<file path="config.mk">
export PLATFORM = sky130hd
export DESIGN_NAME = spi_cmd_decoder_flat
export DESIGN_NICKNAME = d
export VERILOG_FILES = /design/src/rtl/spi_cmd_decoder_if.sv /design/src/rtl/spi_cmd_decoder.sv /design/src/flat_wrapper.sv
export SDC_FILE = /design/constraint.sdc
export NUM_CORES = 1
export LEC_CHECK = 0
export ABC_AREA = 1
export BUFFER_PORTS_ARGS = -buffer_cell sky130_fd_sc_hd__buf_2
export CORE_MARGIN = 2
export CORE_UTILIZATION = 40
export DETAILED_ROUTE_END_ITERATION = 10
export PLACE_DENSITY = 0.69
export SYNTH_ARGS = -nofsm -noshare
export SYNTH_HDL_FRONTEND = slang
export SYNTH_SLANG_ARGS = --single-unit
export TNS_END_PERCENT = 20
</file>
<file path="constraint.sdc">
create_clock -name clk -period 3 [get_ports clk]
set_clock_uncertainty 0.15 [all_clocks]
set_input_delay 0.3 -clock clk [delete_from_list [all_inputs] [get_ports clk]]
set_output_delay 0.3 -clock clk [all_outputs]
set_load 0.005 [all_outputs]
</file>
<file path="src/rtl/spi_cmd_decoder_if.sv">
// Byte-stream and memory-port bundle shared by the spi slave, the command
// decoder and the cartridge memory arbiter.
interface spi_cmd_decoder_if #(
    parameter int ADDR_W = 24
);
    logic              frame;
    logic [7:0]        rx_data;
    logic              rx_valid;
    logic              tx_next;
    logic [7:0]        tx_data;
    logic [ADDR_W-1:0] mem_addr;
    logic [7:0]        mem_wdata;
    logic              mem_we;
    logic              mem_req;
    logic              mem_ack;
    logic [7:0]        mem_rdata;
    logic              busy;
    logic              err;

    // Decoder side.
    modport slave (
        input  frame, rx_data, rx_valid, tx_next, mem_ack, mem_rdata,
        output tx_data, mem_addr, mem_wdata, mem_we, mem_req, busy, err
    );

    // Environment side: spi slave byte stream plus memory arbiter.
    modport master (
        output frame, rx_data, rx_valid, tx_next, mem_ack, mem_rdata,
        input  tx_data, mem_addr, mem_wdata, mem_we, mem_req, busy, err
    );
endinterface

</file>
<file path="src/rtl/spi_cmd_decoder.sv">
// SPI command decoder: parses one command per chip-select frame (WRITE, READ,
// ID) and bridges it to a byte-wide memory port with auto-incrementing address.
module spi_cmd_decoder #(
    parameter int         ADDR_W = 24,
    parameter logic [7:0] DEV_ID = 8'hFC
) (
    input logic              clk,
    input logic              rst_n,
    spi_cmd_decoder_if.slave bus
);
    localparam logic [7:0]        CMD_WRITE = 8'h53;
    localparam logic [7:0]        CMD_READ  = 8'h52;
    localparam logic [7:0]        CMD_ID    = 8'h9F;
    localparam logic [ADDR_W-1:0] ADDR_ONE  = 1;

    typedef enum logic [2:0] {IDLE, CMD, ADDR, WRITE, READ, ID, DRAIN} state_t;

    state_t            state;
    state_t            state_next;
    logic [ADDR_W-1:0] addr;
    logic [1:0]        byte_cnt;
    logic              is_read;
    logic [7:0]        hold_data;
    logic              hold_full;
    logic              prefetch_ok;
    logic [7:0]        tx_data;
    logic [7:0]        wdata;
    logic              req;
    logic              we;
    logic              err;
    logic              busy;
    logic              ack;
    logic              abort;

    // Only an ack against our own outstanding request counts.
    assign ack   = req && bus.mem_ack;
    // Chip select dropping wins over anything else happening this cycle.
    assign abort = (state != IDLE) && !bus.frame;

    // State register.
    always_ff @(posedge clk or negedge rst_n) begin
        if (!rst_n) state <= IDLE;
        else        state <= state_next;
    end

    // Next-state decode from frame edges, command byte and address count.
    always_comb begin
        state_next = state;
        if (abort) begin
            state_next = IDLE;
        end else begin
            case (state)
                IDLE: if (bus.frame) state_next = CMD;
                CMD: begin
                    if (bus.rx_valid) begin
                        case (bus.rx_data)
                            CMD_WRITE, CMD_READ: state_next = ADDR;
                            CMD_ID:              state_next = ID;
                            default:             state_next = DRAIN;
                        endcase
                    end
                end
                ADDR: begin
                    if (bus.rx_valid && byte_cnt == 2'd2)
                        state_next = is_read ? READ : WRITE;
                end
                default: state_next = state;
            endcase
        end
    end

    // Busy once a command byte has been accepted, until the frame ends.
    always_comb begin
        busy = 1'b0;
        case (state)
            ADDR, WRITE, READ, ID, DRAIN: busy = 1'b1;
            default:                      busy = 1'b0;
        endcase
    end

    // Address, memory request, write holding register and reply byte.
    always_ff @(posedge clk or negedge rst_n) begin
        if (!rst_n) begin
            addr        <= '0;
            byte_cnt    <= 2'd0;
            is_read     <= 1'b0;
            hold_data   <= 8'h00;
            hold_full   <= 1'b0;
            prefetch_ok <= 1'b0;
            tx_data     <= 8'hFF;
            wdata       <= 8'h00;
            req         <= 1'b0;
            we          <= 1'b0;
            err         <= 1'b0;
        end else begin
            // An acked request is retired unless a branch below reissues.
            if (ack) req <= 1'b0;
            if (abort) begin
                // Any in-flight request stays up until acked; nothing new starts.
                tx_data     <= 8'hFF;
                hold_full   <= 1'b0;
                prefetch_ok <= 1'b0;
            end else begin
                case (state)
                    IDLE: if (bus.frame) err <= 1'b0;
                    CMD: begin
                        if (bus.rx_valid) begin
                            byte_cnt    <= 2'd0;
                            is_read     <= (bus.rx_data == CMD_READ);
                            hold_full   <= 1'b0;
                            prefetch_ok <= 1'b0;
                            case (bus.rx_data)
                                CMD_WRITE, CMD_READ: ;
                                CMD_ID:  tx_data <= DEV_ID;
                                default: begin
                                    err     <= 1'b1;
                                    tx_data <= 8'hFF;
                                end
                            endcase
                        end
                    end
                    ADDR: begin
                        if (bus.rx_valid) begin
                            addr     <= {addr[ADDR_W-9:0], bus.rx_data};
                            byte_cnt <= byte_cnt + 2'd1;
                            if (byte_cnt == 2'd2 && is_read) begin
                                req <= 1'b1;
                                we  <= 1'b0;
                            end
                        end
                    end
                    WRITE: begin
                        if (ack) begin
                            addr <= addr + ADDR_ONE;
                            if (hold_full) begin
                                wdata     <= hold_data;
                                req       <= 1'b1;
                                we        <= 1'b1;
                                hold_full <= 1'b0;
                            end
                        end
                        if (bus.rx_valid) begin
                            if (!req || (ack && !hold_full)) begin
                                wdata <= bus.rx_data;
                                req   <= 1'b1;
                                we    <= 1'b1;
                            end else if (!hold_full || ack) begin
                                hold_data <= bus.rx_data;
                                hold_full <= 1'b1;
                            end else begin
                                err <= 1'b1;
                            end
                        end
                    end
                    READ: begin
                        if (ack) begin
                            tx_data     <= bus.mem_rdata;
                            prefetch_ok <= 1'b1;
                        end
                        if (bus.tx_next) begin
                            if (prefetch_ok || ack) begin
                                prefetch_ok <= 1'b0;
                                addr        <= addr + ADDR_ONE;
                                req         <= 1'b1;
                                we          <= 1'b0;
                            end else begin
                                // Underrun: the late data fills the next slot.
                                tx_data <= 8'hFF;
                                err     <= 1'b1;
                            end
                        end
                    end
                    ID:      if (bus.tx_next) tx_data <= DEV_ID;
                    DRAIN:   tx_data <= 8'hFF;
                    default: ;
                endcase
            end
        end
    end

    assign bus.tx_data   = tx_data;
    assign bus.mem_addr  = addr;
    assign bus.mem_wdata = wdata;
    assign bus.mem_we    = we;
    assign bus.mem_req   = req;
    assign bus.busy      = busy;
    assign bus.err       = err;
endmodule

</file>
<file path="src/flat_wrapper.sv">
// flat-port wrapper written by rule: the top's interface ports become plain ports
module spi_cmd_decoder_flat 
#(
    parameter int         ADDR_W = 24,
    parameter logic [7:0] DEV_ID = 8'hFC
)
  (clk, rst_n, bus_frame, bus_rx_data, bus_rx_valid, bus_tx_next, bus_mem_ack, bus_mem_rdata, bus_tx_data, bus_mem_addr, bus_mem_wdata, bus_mem_we, bus_mem_req, bus_busy, bus_err);
  spi_cmd_decoder_if #(.ADDR_W(ADDR_W)) bus_i ();
  input logic clk;
  input logic rst_n;
  input wire logic [$bits(bus_i.frame)-1:0] bus_frame;
  input wire logic [$bits(bus_i.rx_data)-1:0] bus_rx_data;
  input wire logic [$bits(bus_i.rx_valid)-1:0] bus_rx_valid;
  input wire logic [$bits(bus_i.tx_next)-1:0] bus_tx_next;
  input wire logic [$bits(bus_i.mem_ack)-1:0] bus_mem_ack;
  input wire logic [$bits(bus_i.mem_rdata)-1:0] bus_mem_rdata;
  output wire logic [$bits(bus_i.tx_data)-1:0] bus_tx_data;
  output wire logic [$bits(bus_i.mem_addr)-1:0] bus_mem_addr;
  output wire logic [$bits(bus_i.mem_wdata)-1:0] bus_mem_wdata;
  output wire logic [$bits(bus_i.mem_we)-1:0] bus_mem_we;
  output wire logic [$bits(bus_i.mem_req)-1:0] bus_mem_req;
  output wire logic [$bits(bus_i.busy)-1:0] bus_busy;
  output wire logic [$bits(bus_i.err)-1:0] bus_err;
  assign bus_i.frame = bus_frame;
  assign bus_i.rx_data = bus_rx_data;
  assign bus_i.rx_valid = bus_rx_valid;
  assign bus_i.tx_next = bus_tx_next;
  assign bus_i.mem_ack = bus_mem_ack;
  assign bus_i.mem_rdata = bus_mem_rdata;
  assign bus_tx_data = bus_i.tx_data;
  assign bus_mem_addr = bus_i.mem_addr;
  assign bus_mem_wdata = bus_i.mem_wdata;
  assign bus_mem_we = bus_i.mem_we;
  assign bus_mem_req = bus_i.mem_req;
  assign bus_busy = bus_i.busy;
  assign bus_err = bus_i.err;
  spi_cmd_decoder #(.ADDR_W(ADDR_W), .DEV_ID(DEV_ID)) u_core (.clk(clk), .rst_n(rst_n), .bus(bus_i));
endmodule
</file>
# After elaboration in Yosys (flattened, before gate mapping)

Cells that the tools add are included.
Widths: inputs -> output; s select.

Add/subtract/negate cells: 2
Eq/ne operators: 27
Multiplexer cells: 69
Bitwise operators: 2
Reduce and logical (&&, ||, !) cells: 34

Operator list:

| kind                  | number |
|---|---|
| $mux 24               | 4 |
| $mux 8                | 10 |
| $pmux 24 s3           | 1 |
| $mux 1                | 37 |
| $pmux 8 s4            | 1 |
| $add 24x1->24 const B | 1 |
| $ne 2x2->1 const B    | 9 |
| $eq 8x7->1 const B    | 2 |
| $pmux 8 s2            | 1 |
| $mux 3                | 5 |
| $ne 3x2->1 const B    | 4 |
| $reduce_and 4->1      | 3 |
| $reduce_and 6->1      | 2 |
| $reduce_bool 3->1     | 4 |
| $reduce_and 10->1     | 1 |
| $eq 3x3->1 const B    | 3 |
| $pmux 3 s3            | 1 |
| $eq 8x8->1 const B    | 1 |
| $reduce_bool 4->1     | 2 |
| $eq 3x2->1 const B    | 2 |
| $ne 2x1->1 const B    | 3 |
| $pmux 1 s3            | 2 |
| $pmux 3 s2            | 1 |
| $reduce_and 2->1      | 3 |
| 20 further kinds      | 31 |

Flip-flop bits (word level): 59
Input port bits: 22
Output and inout bits: 44
Logic and storage cells: 146

# Logic depth before layout (Yosys ltp)

Gate-level depths: netlist (run 1).

Word-level depth: 8
Depth in mapped cells: 12
Depth with buffers taken out: 10

# Worst setup path after synthesis (run 1)

OpenSTA, ideal clock, no wires.

Path kind: register to register
Start point: register u_core.addr[0] (netlist: u_core.bus.mem_addr[0])
End point: register u_core.addr[18] (netlist: u_core.bus.mem_addr[18])
Library setup time: 116 ps
Arrival: 1402 ps
Data required time: 2734 ps
Path slack: 1331 ps
Cell stages (with the launch flop): 11
Path buffers: 0
Period minus slack after synthesis: 1669 ps
Cells stage by stage: dfrtp_1 ha_1 nand2_1 nor2_1 nand3_1 inv_1 nand2_1 nand2_1 nand3_1 nand2_1 nand2_1

Word-level cells in the longest chain between the ends: 4
Elaborated cells on any way between the ends: 5
Classes of those cells: add/sub: 1; mux: 4

RTL lines:

| what                     | RTL line                                       | RTL |
|---|---|---|
| start: declaration       | spi_cmd_decoder.sv:20                          | `logic [ADDR_W-1:0] addr;` |
| start signal: assignment | spi_cmd_decoder.sv:124                         | `addr <= {addr[ADDR_W-9:0], bus.rx_data};` |
| start signal: assignment | spi_cmd_decoder.sv:134                         | `addr <= addr + ADDR_ONE;` |
| start signal: assignment | spi_cmd_decoder.sv:163                         | `addr <= addr + ADDR_ONE;` |
| $add 24x1->24 *          | spi_cmd_decoder.sv:134, spi_cmd_decoder.sv:163 |  |
| $mux 24                  | spi_cmd_decoder.sv:161                         | `if (prefetch_ok \|\| ack) begin` |
| $mux 24                  | spi_cmd_decoder.sv:160                         | `if (bus.tx_next) begin` |
| $pmux 24 s3 *            | spi_cmd_decoder.sv:104                         | `case (state)` |

Mark *: on every way between the ends. The rest lies on a longest branch, timed or not. The select of a mux whose other input is x is not followed.
A chain may end at the register's enable or synchronous reset.

# Final worst setup path (run 1)

Start point: register u_core.state[1]
End point: register u_core.addr[5] (netlist: u_core.bus.mem_addr[5])

Word-level cells in the longest chain between the ends: 4
Elaborated cells on any way between the ends: 13
Classes of those cells: eq/ne: 7; mux: 1; bitwise: 1; reduce/logical: 4

RTL lines:

| what                                                     | RTL line              | RTL |
|---|---|---|
| start: declaration                                       | spi_cmd_decoder.sv:18 | `state_t state;` |
| start signal: assignment                                 | spi_cmd_decoder.sv:43 | `else state <= state_next;` |
| branches (longest 4 deep; another with $reduce_and 6->1) | n/a                   |  |

Several ways; the timed one is not identified.

==> summary.log, run 1 <==
INFO  timing         worst_slew_pin_slew=0.7052ns
INFO  global_routing grt_max_degree=33
INFO  timing         finalSetupViolations=0
INFO  yosys          ys_warn_count=0
INFO  min_path       timing.hold.worst.class=primary input to register
INFO  yosys          syn_area=4034um^2
INFO  clock_tree     cts-root-to-sink-buffers=2
INFO  yosys          number_of_distinct_standard_cells_referenced_by_the_synthesized_netlist=41
INFO  clock_tree     cts_made_buffers=9
INFO  layout         area_delta_synth_final=15.07%
INFO  timing         report.final.slew_viol_count=0
INFO  layout         layout-drive-gt1-share=18.83%
INFO  critical_path  crit_required=3.08ns
INFO  power          power-per-cell-area=996.5nW/um^2
INFO  power          p_switching=2208uW
INFO  global_routing grt_antenna_before_repair=0
INFO  outcome        status=completed
INFO  layout         finish.utilization=47.49%
INFO  power          pwr-share-clk=16.2%
INFO  floorplanning  start_util=41.27%
INFO  place          numPortBuffers=65
INFO  clock_tree     cts_tree=yes
INFO  timing         fmax=419.8MHz
INFO  yosys          synth_edf_count=0
INFO  yosys          synth-async-reset-ratio=100.0%
INFO  yosys          post_synthesis_average_cell_area=6.723um^2
INFO  clock_tree     cts.htree.levels=3
INFO  yosys          synth.most_common_cell=nand2_1
INFO  critical_path  rr_endpoint=u_core.bus.mem_addr[5]
INFO  clock_tree     clk_pin_slew_worst_paths=0.08ns
INFO  critical_path  cp-startpoint=u_core.state[1]
INFO  yosys          synthesis.nets=624
INFO  yosys          yosysTopAreaCell=dfrtp_1
INFO  critical_path  r2r_start=u_core.state[1]
INFO  critical_path  critical_path.endpoint=u_core.bus.mem_addr[5]
INFO  flow_run       max_cap_violations=0
INFO  floorplanning  rows=36
INFO  global_routing grt_first_pass_wirelength=18.34mm
INFO  place          detailed_place_hpwl=7.850mm
INFO  floorplanning  die_x=104.4um
INFO  power          irDropWorstVdd=602.8uV
INFO  yosys          ys_top_cells_by_count=nand2_1, nor2_1, nand3_1, o21ai_0, dfrtp_1
INFO  global_routing first_global_vias=3807
INFO  timing         setup_total_negative_slack=0ns
INFO  layout         final_cell_area=4642um^2
INFO  place          place_area=4429um^2
INFO  critical_path  reg2reg_depth=8
INFO  yosys          ys.flop_type=dfrtp_1
INFO  place          dpl.cell_count=785
INFO  yosys          yosys_reg_bits=59
INFO  clock_tree     clock_network_latency_to_the_later_pin_of_the_worst_skew_pair=0.35ns
INFO  critical_path  crit_arrival=2.46ns
INFO  routing        drc=0
INFO  min_path       hold-path-cell-count=3
INFO  clock_tree     tritoncts_num_sinks=59
INFO  floorplanning  die_area=10900um^2
INFO  routing        per_cell_via_count_in_the_routed_design=5.153
INFO  critical_path  reg2reg_setup_slack=0.62ns
INFO  timing         finalHoldViolCount=0
INFO  routing        initial_drt_pass_iterations=6
INFO  routing        initialDrtViolationCount=323
INFO  power          power.share.sequential=34.3%
INFO  clock_tree     clk_root_buffer_cell=clkbuf_8
INFO  routing        wl_per_cell=13.34um
INFO  layout         fillCellCount=997
INFO  power          p_int=2418uW
INFO  layout         antenna-diode-count=0
INFO  yosys          synth.top_cells.by_area=dfrtp_1, nand2_1, nor2_1, nand3_1, o21ai_0
INFO  layout         final_nets=688
INFO  yosys          yosys.area.top_type_share=31.64%
INFO  floorplanning  core_area=9774um^2
INFO  clock_tree     postCtsResizedCells=0
INFO  floorplanning  dieHeight=104.4um
INFO  global_routing total_routing_usage_gr=20.46%
INFO  critical_path  crit_end_category=register
INFO  timing         rsz0062_at_grt=no
INFO  critical_path  critical_path_peak_fanout=30
INFO  power          pwr-share-comb=49.5%
INFO  floorplanning  num_io_pins=66
INFO  timing         slew-limit-headroom=52.99%
INFO  layout         final_cell_count_no_fill=802
INFO  critical_path  startpoint_type_of_the_worst_setup_path=register
INFO  critical_path  worst_path_max_delay_cell=dfrtp_1
INFO  power          leakagePower=0.002223uW
INFO  critical_path  cp_class=register to register
INFO  yosys          seq_area_frac_synth=36.85%
INFO  routing        final_ant_viol_nets=0
INFO  global_routing gr-total-overflow=0
INFO  timing         final_min_period_over_clock_period=79.40%
INFO  critical_path  crit_path_cell_trace=inv_1 > nand2_2 > nand2_8 > o21ai_4 > inv_2 > nand3_2 > o21ai_1 > nand2_1
INFO  routing        wirelength=10.70mm
INFO  place          place_congestion=0.9184
INFO  routing        dr_total_vias=4133
INFO  critical_path  timing.critical_path.slowest_cell_delay=0.58ns
INFO  timing         fin_crit_period=2.382ns
INFO  power          power.switching_fraction=47.73%
INFO  yosys          post_synth_inst_count=600
==> power groups by stage <==
stage	clock [uW]	sequential (uW)	combinational, uW
final	749	1590	2290
after floorplan	0	1470	1790
after global routing	800	1650	2630
after global placement	0	1570	2220
after CTS	765	1580	2300
after detailed placement	0	1590	2280
==> routing by layer <==
layer,up-vias,part of all wire (%),global-route usage (%)
li1,2056,-,-
met1,1927,48,28.12
met2,135,45,31.70
met3,15,6.0,5.952
met4,0,1.4,4.923
met5,-,0,0
==> cells by family (layout without fill, tap and decap cells) <==
group | Yosys count | after routing | synth area share (%)
AO/OA/AOI/OAI | 81 | 81 | 11.10
buffers and inverters | 72 | 141 | 8.592
AND/OR/NAND/NOR | 384 | 384 | 42.40
XOR/XNOR | 2 | 2 | 0.4343
flip-flops | 59 | 59 | 36.85
adder cells (fa/ha/maj) | 2 | 2 | 0.6202
==> how the worst min path moves through the flow <==
stage,from,endpoint,slack (ns)
finish,bus_rx_data[5],u_core.bus.mem_wdata[5],0.10
global route,bus_rx_data[5],u_core.bus.mem_wdata[5],0.12
CTS,bus_rx_data[5],u_core.bus.mem_wdata[5],0.09
detailed placement,rst_n,u_core.bus.mem_addr[18],0.24
global placement,rst_n,u_core.bus.mem_addr[18],0.23
floorplan,rst_n,u_core.bus.err,-0.15
==> final cells by class <==
class	count	area (um^2)	area share [%]
repair buffers	69	370.4	7.978
multi-input cells	469	2201	47.41
well taps	133	166.4	3.585
inverters	56	215.2	4.636
clock inverters	6	65.06	1.402
clock buffers	10	137.6	2.965
flip-flops and latches	59	1486	32.02
==> metrics by stage <==
| step | hold slack (ns) | worst slack [ns] | total power (uW) |
|---|---|---|---|
| 3_5_place_dp | 0.2446 | 0.6354 | 3872 |
| 4_1_cts | 0.08741 | 0.6001 | 4644 |
| 2_1_floorplan | -0.1456 | 1.331 | 3259 |
| 6_report | 0.1023 | 0.6181 | 4626 |
| 3_3_place_gp | 0.2313 | 0.7268 | 3794 |
| 5_1_grt | 0.1230 | 0.3820 | 5078 |
==> cell usage in the layout, fill, tap and decap left out, types with 3 or more instances in the layout <==
cell type and n:
nand4_1 8, clkbuf_8 10, buf_2 65, dfstp_2 8
nand2_4 3, o21ai_0 53, dfrtp_1 51, nand3_1 56
inv_2 4, nor3_1 4, clkinvlp_4 4, a21oi_1 16
nor2_1 76, nand2_1 208, nor2_4 3, or2_2 8
inv_1 50, nand2_2 4
==> critical path, delay by kind of cell, from the launching register on <==
family	cells	cell delay (ns)
flops	1	0.58
compound gates	2	0.40
simple gates	4	0.80
buf+inv	2	0.31
==> flip-flops by register name, summed over array words and instances, names as in the netlist <==
register              count
u_core.bus.mem_addr      24
u_core.bus.mem_wdata      8
u_core.bus.tx_data        8
u_core.hold_data          8
u_core.state              3
u_core.byte_cnt           2
u_core.bus.err            1
u_core.bus.mem_req        1
u_core.bus.mem_we         1
u_core.hold_full          1
u_core.is_read            1
u_core.prefetch_ok        1
==> timing repair <==
action,CTS,global route
hold endpoints to repair,19,0
hold buffers,1,0
setup buffers,0,0
Power figures use the tool's default switching activity.
==> run 2, diff against run 1 <==
--- a/config.mk
+++ b/config.mk
@@ -10,7 +10,7 @@
 export CORE_MARGIN = 2
 export CORE_UTILIZATION = 40
 export DETAILED_ROUTE_END_ITERATION = 10
-export PLACE_DENSITY = 0.69
+export PLACE_DENSITY = 0.71
 export SYNTH_ARGS = -nofsm -noshare
 export SYNTH_HDL_FRONTEND = slang
 export SYNTH_SLANG_ARGS = --single-unit
==> constraint.sdc (replaced) <==
create_clock -name clk -period 2 [get_ports clk]
set_clock_uncertainty 0.15 [all_clocks]
set_input_delay 0.2 -clock clk [delete_from_list [all_inputs] [get_ports clk]]
set_output_delay 0.2 -clock clk [all_outputs]
set_load 0.005 [all_outputs]
==> run 2 against run 1 <==
Combinational power grew 64%. Total power grew 58%. Non-clock buffer count grew 13. Final cell count grew 1.6%. Sequential power grew 45%. Clock-buffer cell count shrank 1. Critical path depth grew 2. Utilization grew 1.5 points. Global-route usage shrank 0.44 points. Sequential share of layout area shrank 0.96 points. Flip-flop and latch count is the same. Critical path type unchanged. Largest power group unchanged. Highest routed layer unchanged.
==> summary.log, run 2 (synthesis results as in run 1) <==
INFO  outcome        status=completed
INFO  clock_tree     cts.htree.levels=3 [unchanged]
INFO  floorplanning  start_util=41.27% [unchanged]
INFO  layout         antenna-diode-count=0 [unchanged]
INFO  clock_tree     clock_network_latency_to_the_later_pin_of_the_worst_skew_pair=0.35ns [about the same]
INFO  critical_path  crit_end_category=register
INFO  timing         setup_total_negative_slack=0ns [unchanged]
INFO  clock_tree     post_cts_buffers=0 [unchanged]
INFO  routing        wl_per_cell=13.06um [-2.1%]
INFO  layout         finish.utilization=49.04% [+1.5 points]
INFO  timing         fin_crit_period=1.863ns [-0.5188 ns]
INFO  timing         hold_slack=0.01519ns [-0.08706 ns]
INFO  place          place_congestion=0.9431 [+2.7%]
INFO  critical_path  crit_required=2.08ns [-1.00 ns]
INFO  routing        wirelength=10.65mm [-0.50%]
INFO  global_routing first_global_vias=3868 [+1.6%]
INFO  layout         layout_common_cells=nand2_1, nor2_1, buf_2
INFO  floorplanning  rows=36 [unchanged]
INFO  timing         final_min_period_over_clock_period=93.16% [+14 points]
INFO  clock_tree     tritoncts_num_sinks=59 [unchanged]
INFO  power          leakagePower=0.002317uW [+4.2%]
INFO  floorplanning  dieHeight=104.4um [unchanged]
INFO  timing         fmax=536.7MHz [+28%]
INFO  critical_path  critical_path_peak_fanout=30 [unchanged]
INFO  timing         finalHoldViolCount=0 [unchanged]
INFO  routing        initialDrtViolationCount=202 [-37%]
INFO  critical_path  critical_path.endpoint=u_core.bus.mem_addr[18]
INFO  timing         timing.final.ws_setup=0.1369ns [-0.4812 ns]
INFO  critical_path  r2r_start=u_core.state[0]
INFO  global_routing grt_first_pass_wirelength=18.11mm [-1.3%]
INFO  power          power-per-cell-area=1525nW/um^2 [+53%]
INFO  min_path       min_from=bus_rx_data[5]
INFO  critical_path  rr_endpoint=u_core.bus.mem_addr[18]
INFO  layout         commonest_non_fill_non_tap_cell_in_the_layout=nand2_1
INFO  critical_path  cp-startpoint=u_core.state[0]
INFO  critical_path  startpoint_type_of_the_worst_setup_path=register
INFO  timing         finalSetupViolations=0 [unchanged]
INFO  critical_path  cp_class=register to register
INFO  timing         rsz0062_at_grt=no
INFO  routing        drc=0 [unchanged]
INFO  routing        final_ant_viol_nets=0 [unchanged]
INFO  clock_tree     clk_pin_slew_worst_paths=0.07ns [about the same]
INFO  global_routing grt_max_degree=60 [+82%]
INFO  layout         final_cell_count_no_fill=815 [+1.6%]
INFO  place          detailed_place_hpwl=7.851mm [about the same]
INFO  layout         final_nets=701 [+1.9%]
INFO  layout         layout-drive-gt1-share=20.82% [+2.0 points]
INFO  place          place_worst_setup_slack=0.1065ns [-0.5290 ns]
INFO  critical_path  reg2reg_depth=10 [+2]
INFO  global_routing gr-total-overflow=0 [unchanged]
INFO  layout         area_delta_synth_final=18.83%
INFO  timing         worst_slew_pin_slew=0.5150ns [-0.1902 ns]
INFO  critical_path  crit_arrival=1.95ns [-0.51 ns]
INFO  place          numPortBuffers=65 [unchanged]
INFO  flow_run       max_cap_violations=0 [unchanged]
INFO  min_path       timing.hold.worst.class=primary input to register
INFO  routing        dr_total_vias=4086 [-1.1%]
INFO  timing         report.final.slew_viol_count=0 [unchanged]
INFO  critical_path  reg2reg_setup_slack=0.14ns [-0.48 ns]
INFO  floorplanning  die_area=10900um^2 [unchanged]
INFO  power          irDropWorstVdd=594.7uV [-1.3%]
INFO  layout         flip_flop_count_of_the_largest_register_after_layout=24 [unchanged]
INFO  routing        per_cell_via_count_in_the_routed_design=5.013 [-2.7%]
INFO  floorplanning  die_x=104.4um [unchanged]
INFO  global_routing total_routing_usage_gr=20.03% [-0.44 points]
INFO  timing         slew-limit-headroom=65.59% [+13 points]
INFO  clock_tree     cts_tree=yes
INFO  routing        initial_drt_pass_iterations=5 [-1]
INFO  clock_tree     clk_root_buffer_cell=clkbuf_8
INFO  clock_tree     cts-root-to-sink-buffers=2 [unchanged]
INFO  global_routing grt_antenna_before_repair=0 [unchanged]
INFO  place          dpl.cell_count=798 [+1.7%]
INFO  layout         fillCellCount=1011 [+1.4%]
INFO  floorplanning  num_io_pins=66 [unchanged]
INFO  floorplanning  core_area=9774um^2 [unchanged]
INFO  clock_tree     cts_made_buffers=9 [unchanged]
## run 2: changes by cell type in the layout (fill, tap and decap cells not counted), sizes merged
cell,change
clkinvlp,-4
clkinv,+2
clkbuf,-1
bufinv,+1
buf,+13
inv,+2
## run 2: timing repair
action	CTS	global route
endpoints found under the setup margin	0	9
hold buffers	1	0
hold endpoints to repair	59	0
resized for setup	0	3
## run 2: layout make-up
type | instances | area (um^2) | area share, %
Multi-Input combinational cell | 469 | 2206 | 46.02
Sequential cell | 59 | 1489 | 31.06
Timing Repair Buffer | 82 | 493.0 | 10.28
Inverter | 56 | 215.2 | 4.490
Tap cell | 133 | 166.4 | 3.472
Clock buffer | 9 | 123.9 | 2.584
Clock inverter | 7 | 100.1 | 2.088
## run 2: worst min-delay path by stage
| stage | cells after the start | end | slack (ns) |
|---|---|---|---|
| floorplan | 0 | u_core.bus.err | -0.25 |
| global placement | 2 | u_core.bus.mem_addr[16] | 0.09 |
| detailed placement | 2 | u_core.bus.err | 0.09 |
| CTS | 3 | u_core.bus.mem_wdata[5] | 0.001 |
| global route | 3 | u_core.bus.mem_wdata[5] | 0.02 |
| finish | 3 | u_core.bus.mem_wdata[5] | 0.02 |
## run 2: report_power, final
part           total, uW  leakage [uW]  internal, uW  switching (uW)
sequential          2310      0.000735          1750             557
clock               1260      0.000114           712             544
combinational       3750       0.00147          1460            2280
total               7310       0.00232          3930            3380
## run 2: worst max-delay path, cell delays in order, from the launching register on
cell	delay [ns]
dfrtp_2	0.47
buf_4	0.19
nor2_8	0.10
nand2_4	0.10
o21ai_4	0.22
inv_2	0.08
nand3_2	0.08
buf_12	0.17
nor2_1	0.06
nand2_1	0.06
nand2_1	0.05
## run 2: stage by stage
| step | power [uW] | instance area [um^2] |
|---|---|---|
| after floorplan | 4888 | 4034 |
| after CTS | 7330 | 4786 |
| after detailed placement | 6043 | 4552 |
| final | 7311 | 4793 |
| after global routing | 7967 | 4793 |
| after global placement | 5977 | 4552 |
## run 2: layer usage
metal | up-vias | part of all wire [%] | GRT usage (%)
met3 | 12 | 6.0 | 2.757
met4 | 0 | 1.2 | 7.239
met1 | 1863 | 48 | 28.24
met5 | - | 0 | 0
met2 | 133 | 45 | 31.28
li1 | 2078 | - | -
==> run 3, diff against run 2 <==
--- a/config.mk
+++ b/config.mk
@@ -6,11 +6,12 @@
 export NUM_CORES = 1
 export LEC_CHECK = 0
 export ABC_AREA = 1
+export ABC_CLOCK_PERIOD_IN_PS = 2210
 export BUFFER_PORTS_ARGS = -buffer_cell sky130_fd_sc_hd__buf_2
 export CORE_MARGIN = 2
 export CORE_UTILIZATION = 40
 export DETAILED_ROUTE_END_ITERATION = 10
-export PLACE_DENSITY = 0.71
+export PLACE_DENSITY = 0.69
 export SYNTH_ARGS = -nofsm -noshare
 export SYNTH_HDL_FRONTEND = slang
 export SYNTH_SLANG_ARGS = --single-unit
==> constraint.sdc (replaced) <==
create_clock -name clk -period 2.21 [get_ports clk]
set_clock_uncertainty 0.15 [all_clocks]
set_input_delay 0.221 -clock clk [delete_from_list [all_inputs] [get_ports clk]]
set_output_delay 0.221 -clock clk [all_outputs]
set_load 0.005 [all_outputs]
==> run 3 against run 2 <==
Setup slack improved by 0.12 ns. Register-to-register slack gained 0.12 ns. Die area unchanged. Critical path depth is the same. Highest routed layer unchanged.
==> summary.log, run 3 (synthesis results as in run 1) <==
INFO  timing         rsz0062_at_grt=no
INFO  critical_path  r2r_start=u_core.state[1]
INFO  power          irDropWorstVdd=553.3uV [-7.0%]
INFO  layout         area_delta_synth_final=15.91%
INFO  critical_path  crit_family=flip-flops
INFO  clock_tree     clk_root_buffer_cell=clkbuf_8
INFO  routing        initial_drt_pass_iterations=5 [unchanged]
INFO  timing         hold_slack=0.03653ns [+0.02134 ns]
INFO  clock_tree     cts.htree.levels=3 [unchanged]
INFO  clock_tree     cts-root-to-sink-buffers=2 [unchanged]
INFO  critical_path  cp_class=register to register
INFO  routing        per_cell_via_count_in_the_routed_design=5.100 [+1.7%]
INFO  min_path       min_from=bus_rx_data[5]
INFO  clock_tree     cts_tree=yes
INFO  critical_path  crit_required=2.29ns [+0.21 ns]
INFO  floorplanning  die_x=104.4um [unchanged]
INFO  flow_run       max_cap_violations=0 [unchanged]
INFO  routing        final_ant_viol_nets=0 [unchanged]
INFO  layout         antenna-diode-count=0 [unchanged]
INFO  power          pwr-share-comb=50.8% [-0.5 points]
INFO  floorplanning  start_util=41.27% [unchanged]
INFO  layout         fillCellCount=1016 [+0.49%]
INFO  timing         worst_slew_pin_slew=0.5044ns [-0.01057 ns]
INFO  critical_path  startpoint_type_of_the_worst_setup_path=register
INFO  power          pwr-share-clk=15.5% [-1.7 points]
INFO  critical_path  crit_arrival=2.03ns [+0.08 ns]
INFO  layout         commonest_non_fill_non_tap_cell_in_the_layout=nand2_1
INFO  floorplanning  core_area=9774um^2 [unchanged]
INFO  place          detailed_place_hpwl=7.768mm [-1.1%]
INFO  floorplanning  num_io_pins=66 [unchanged]
INFO  global_routing grt_first_pass_wirelength=17.94mm [-0.91%]
INFO  critical_path  timing.critical_path.slowest_cell_delay=0.59ns [+0.12 ns]
INFO  place          place_worst_setup_slack=0.2876ns [+0.1811 ns]
INFO  place          numPortBuffers=65 [unchanged]
INFO  routing        initialDrtViolationCount=316 [+56%]
INFO  layout         seqCellArea=1486um^2 [-0.17%]
INFO  floorplanning  die_area=10900um^2 [unchanged]
INFO  global_routing first_global_vias=3743 [-3.2%]
INFO  layout         flip_flop_count_of_the_largest_register_after_layout=24 [unchanged]
INFO  layout         final_nets=692 [-1.3%]
INFO  timing         fmax=512.6MHz [-4.5%]
INFO  clock_tree     clock_network_latency_to_the_later_pin_of_the_worst_skew_pair=0.34ns [about the same]
INFO  layout         layout-drive-gt1-share=19.17% [-1.7 points]
INFO  routing        wirelength=10.45mm [-1.8%]
INFO  timing         setup_total_negative_slack=0ns [unchanged]
INFO  timing         slew-limit-headroom=66.29% [+0.71 points]
INFO  power          power.share.sequential=33.6% [+2.0 points]
INFO  critical_path  worst_path_max_delay_cell=dfrtp_1
INFO  critical_path  cp.buffers_inverters=3 [unchanged]
INFO  global_routing total_routing_usage_gr=20.02% [about the same]
INFO  floorplanning  rows=36 [unchanged]
INFO  critical_path  cp-startpoint=u_core.state[1]
INFO  floorplanning  dieHeight=104.4um [unchanged]
INFO  clock_tree     cts_hold_repair.buffers=1 [unchanged]
INFO  power          power-per-cell-area=1354nW/um^2 [-11%]
INFO  routing        wl_per_cell=12.97um [-0.74%]
INFO  timing         finalHoldViolCount=0 [unchanged]
INFO  routing        dr_total_vias=4111 [+0.61%]
INFO  global_routing gr-total-overflow=0 [unchanged]
INFO  power          p_switching=2983uW [-12%]
INFO  global_routing grt_antenna_before_repair=0 [unchanged]
INFO  power          p_int=3349uW [-15%]
INFO  power          power.switching_fraction=47.11% [+0.82 points]
INFO  place          place_congestion=0.8768 [-7.0%]
INFO  critical_path  critical_path_peak_fanout=30 [unchanged]
INFO  timing         final_min_period_over_clock_period=88.28% [-4.9 points]
INFO  clock_tree     cts_made_buffers=9 [unchanged]
INFO  global_routing grt_max_degree=60 [unchanged]
INFO  min_path       timing.hold.worst.class=primary input to register
INFO  power          leakagePower=0.002258uW [-2.6%]
INFO  clock_tree     clk_pin_slew_worst_paths=0.07ns [about the same]
INFO  critical_path  crit_path_cell_trace=inv_1 > nand2_2 > nand2_8 > o21ai_4 > inv_2 > nand3_2 > buf_12 > nor2_1 > nand2_1 > nand2_1
INFO  clock_tree     post_cts_buffers=0 [unchanged]
INFO  outcome        status=completed
INFO  timing         fin_crit_period=1.951ns [+0.08788 ns]
INFO  timing         finalSetupViolations=0 [unchanged]
INFO  layout         layout_common_cells=nand2_1, nor2_1, buf_2
INFO  critical_path  cpMostUsedCell=nand2_1
INFO  clock_tree     tritoncts_num_sinks=59 [unchanged]
INFO  clock_tree     postCtsResizedCells=0 [unchanged]
INFO  critical_path  crit_end_category=register
INFO  layout         multiInputGateArea=2201um^2 [-0.23%]
INFO  timing         timing.final.ws_setup=0.2590ns [+0.1221 ns]
INFO  routing        drc=0 [unchanged]
INFO  power          finalPower=6332uW [-13%]
INFO  timing         report.final.slew_viol_count=0 [unchanged]
==> run 3: cell count changes in the layout (fill, tap and decap cells not counted), moves of 2 or more <==
cell / change
inv_6: -2
buf_4: -8
clkinv_4: -2
clkinv_2: +2
dfrtp_1: +2
dfrtp_2: -2
==> run 3: power by group through the flow <==
stage               sequential [uW]  combinational [uW]  clock (uW)
floorplan                      1990                2430           0
global placement               2120                3150           0
detailed placement             2130                3210           0
CTS                            2120                3220        1000
global route                   2210                3680        1060
finish                         2130                3220         983
==> run 3: area by class of cell <==
cell class | instances | share of cell area, %
multi-input cells | 469 | 47.07
flip-flops and latches | 59 | 31.79
repair buffers | 73 | 8.831
inverters | 56 | 4.603
well taps | 133 | 3.559
clock buffers | 11 | 3.024
clock inverters | 5 | 1.124
==> run 3: routing by layer <==
| metal | GRT usage, % | wire length [um] | vias up |
|---|---|---|---|
| met1 | 28.46 | 5064 | 1905 |
| met3 | 3.321 | 577 | 13 |
| met2 | 30.91 | 4668 | 124 |
| li1 | - | - | 2069 |
| met4 | 6.564 | 142 | 0 |
| met5 | 0 | 0 | - |
==> run 3: metrics by stage <==
stage | utilization, % | instance area, um^2 | cells
final | 47.84 | 4676 | 806
after global routing | 47.84 | 4676 | 806
after CTS | 47.84 | 4676 | 806
after detailed placement | 45.75 | 4472 | 789
after global placement | 45.75 | 4472 | 789
after floorplan | - | 4034 | 600
==> run 3: worst paths after layout <==
path                            slack (ns)  cells past startpoint                       to
worst max register to register        0.26                     10  u_core.bus.mem_addr[23]
max in group asynchronous             1.29                      3    u_core.bus.tx_data[1]
worst min-delay path                  0.04                      3  u_core.bus.mem_wdata[5]
worst max-delay path                  0.26                     10  u_core.bus.mem_addr[23]
worst min register to register        0.31                      2    u_core.bus.tx_data[6]
min in group asynchronous             0.26                      3  u_core.bus.mem_addr[19]
==> run 3: tightest hold or removal path: cells and delay by family <==
family	cells	cell delay, ns
compound gates	2	0.18
buf+inv	1	0.09
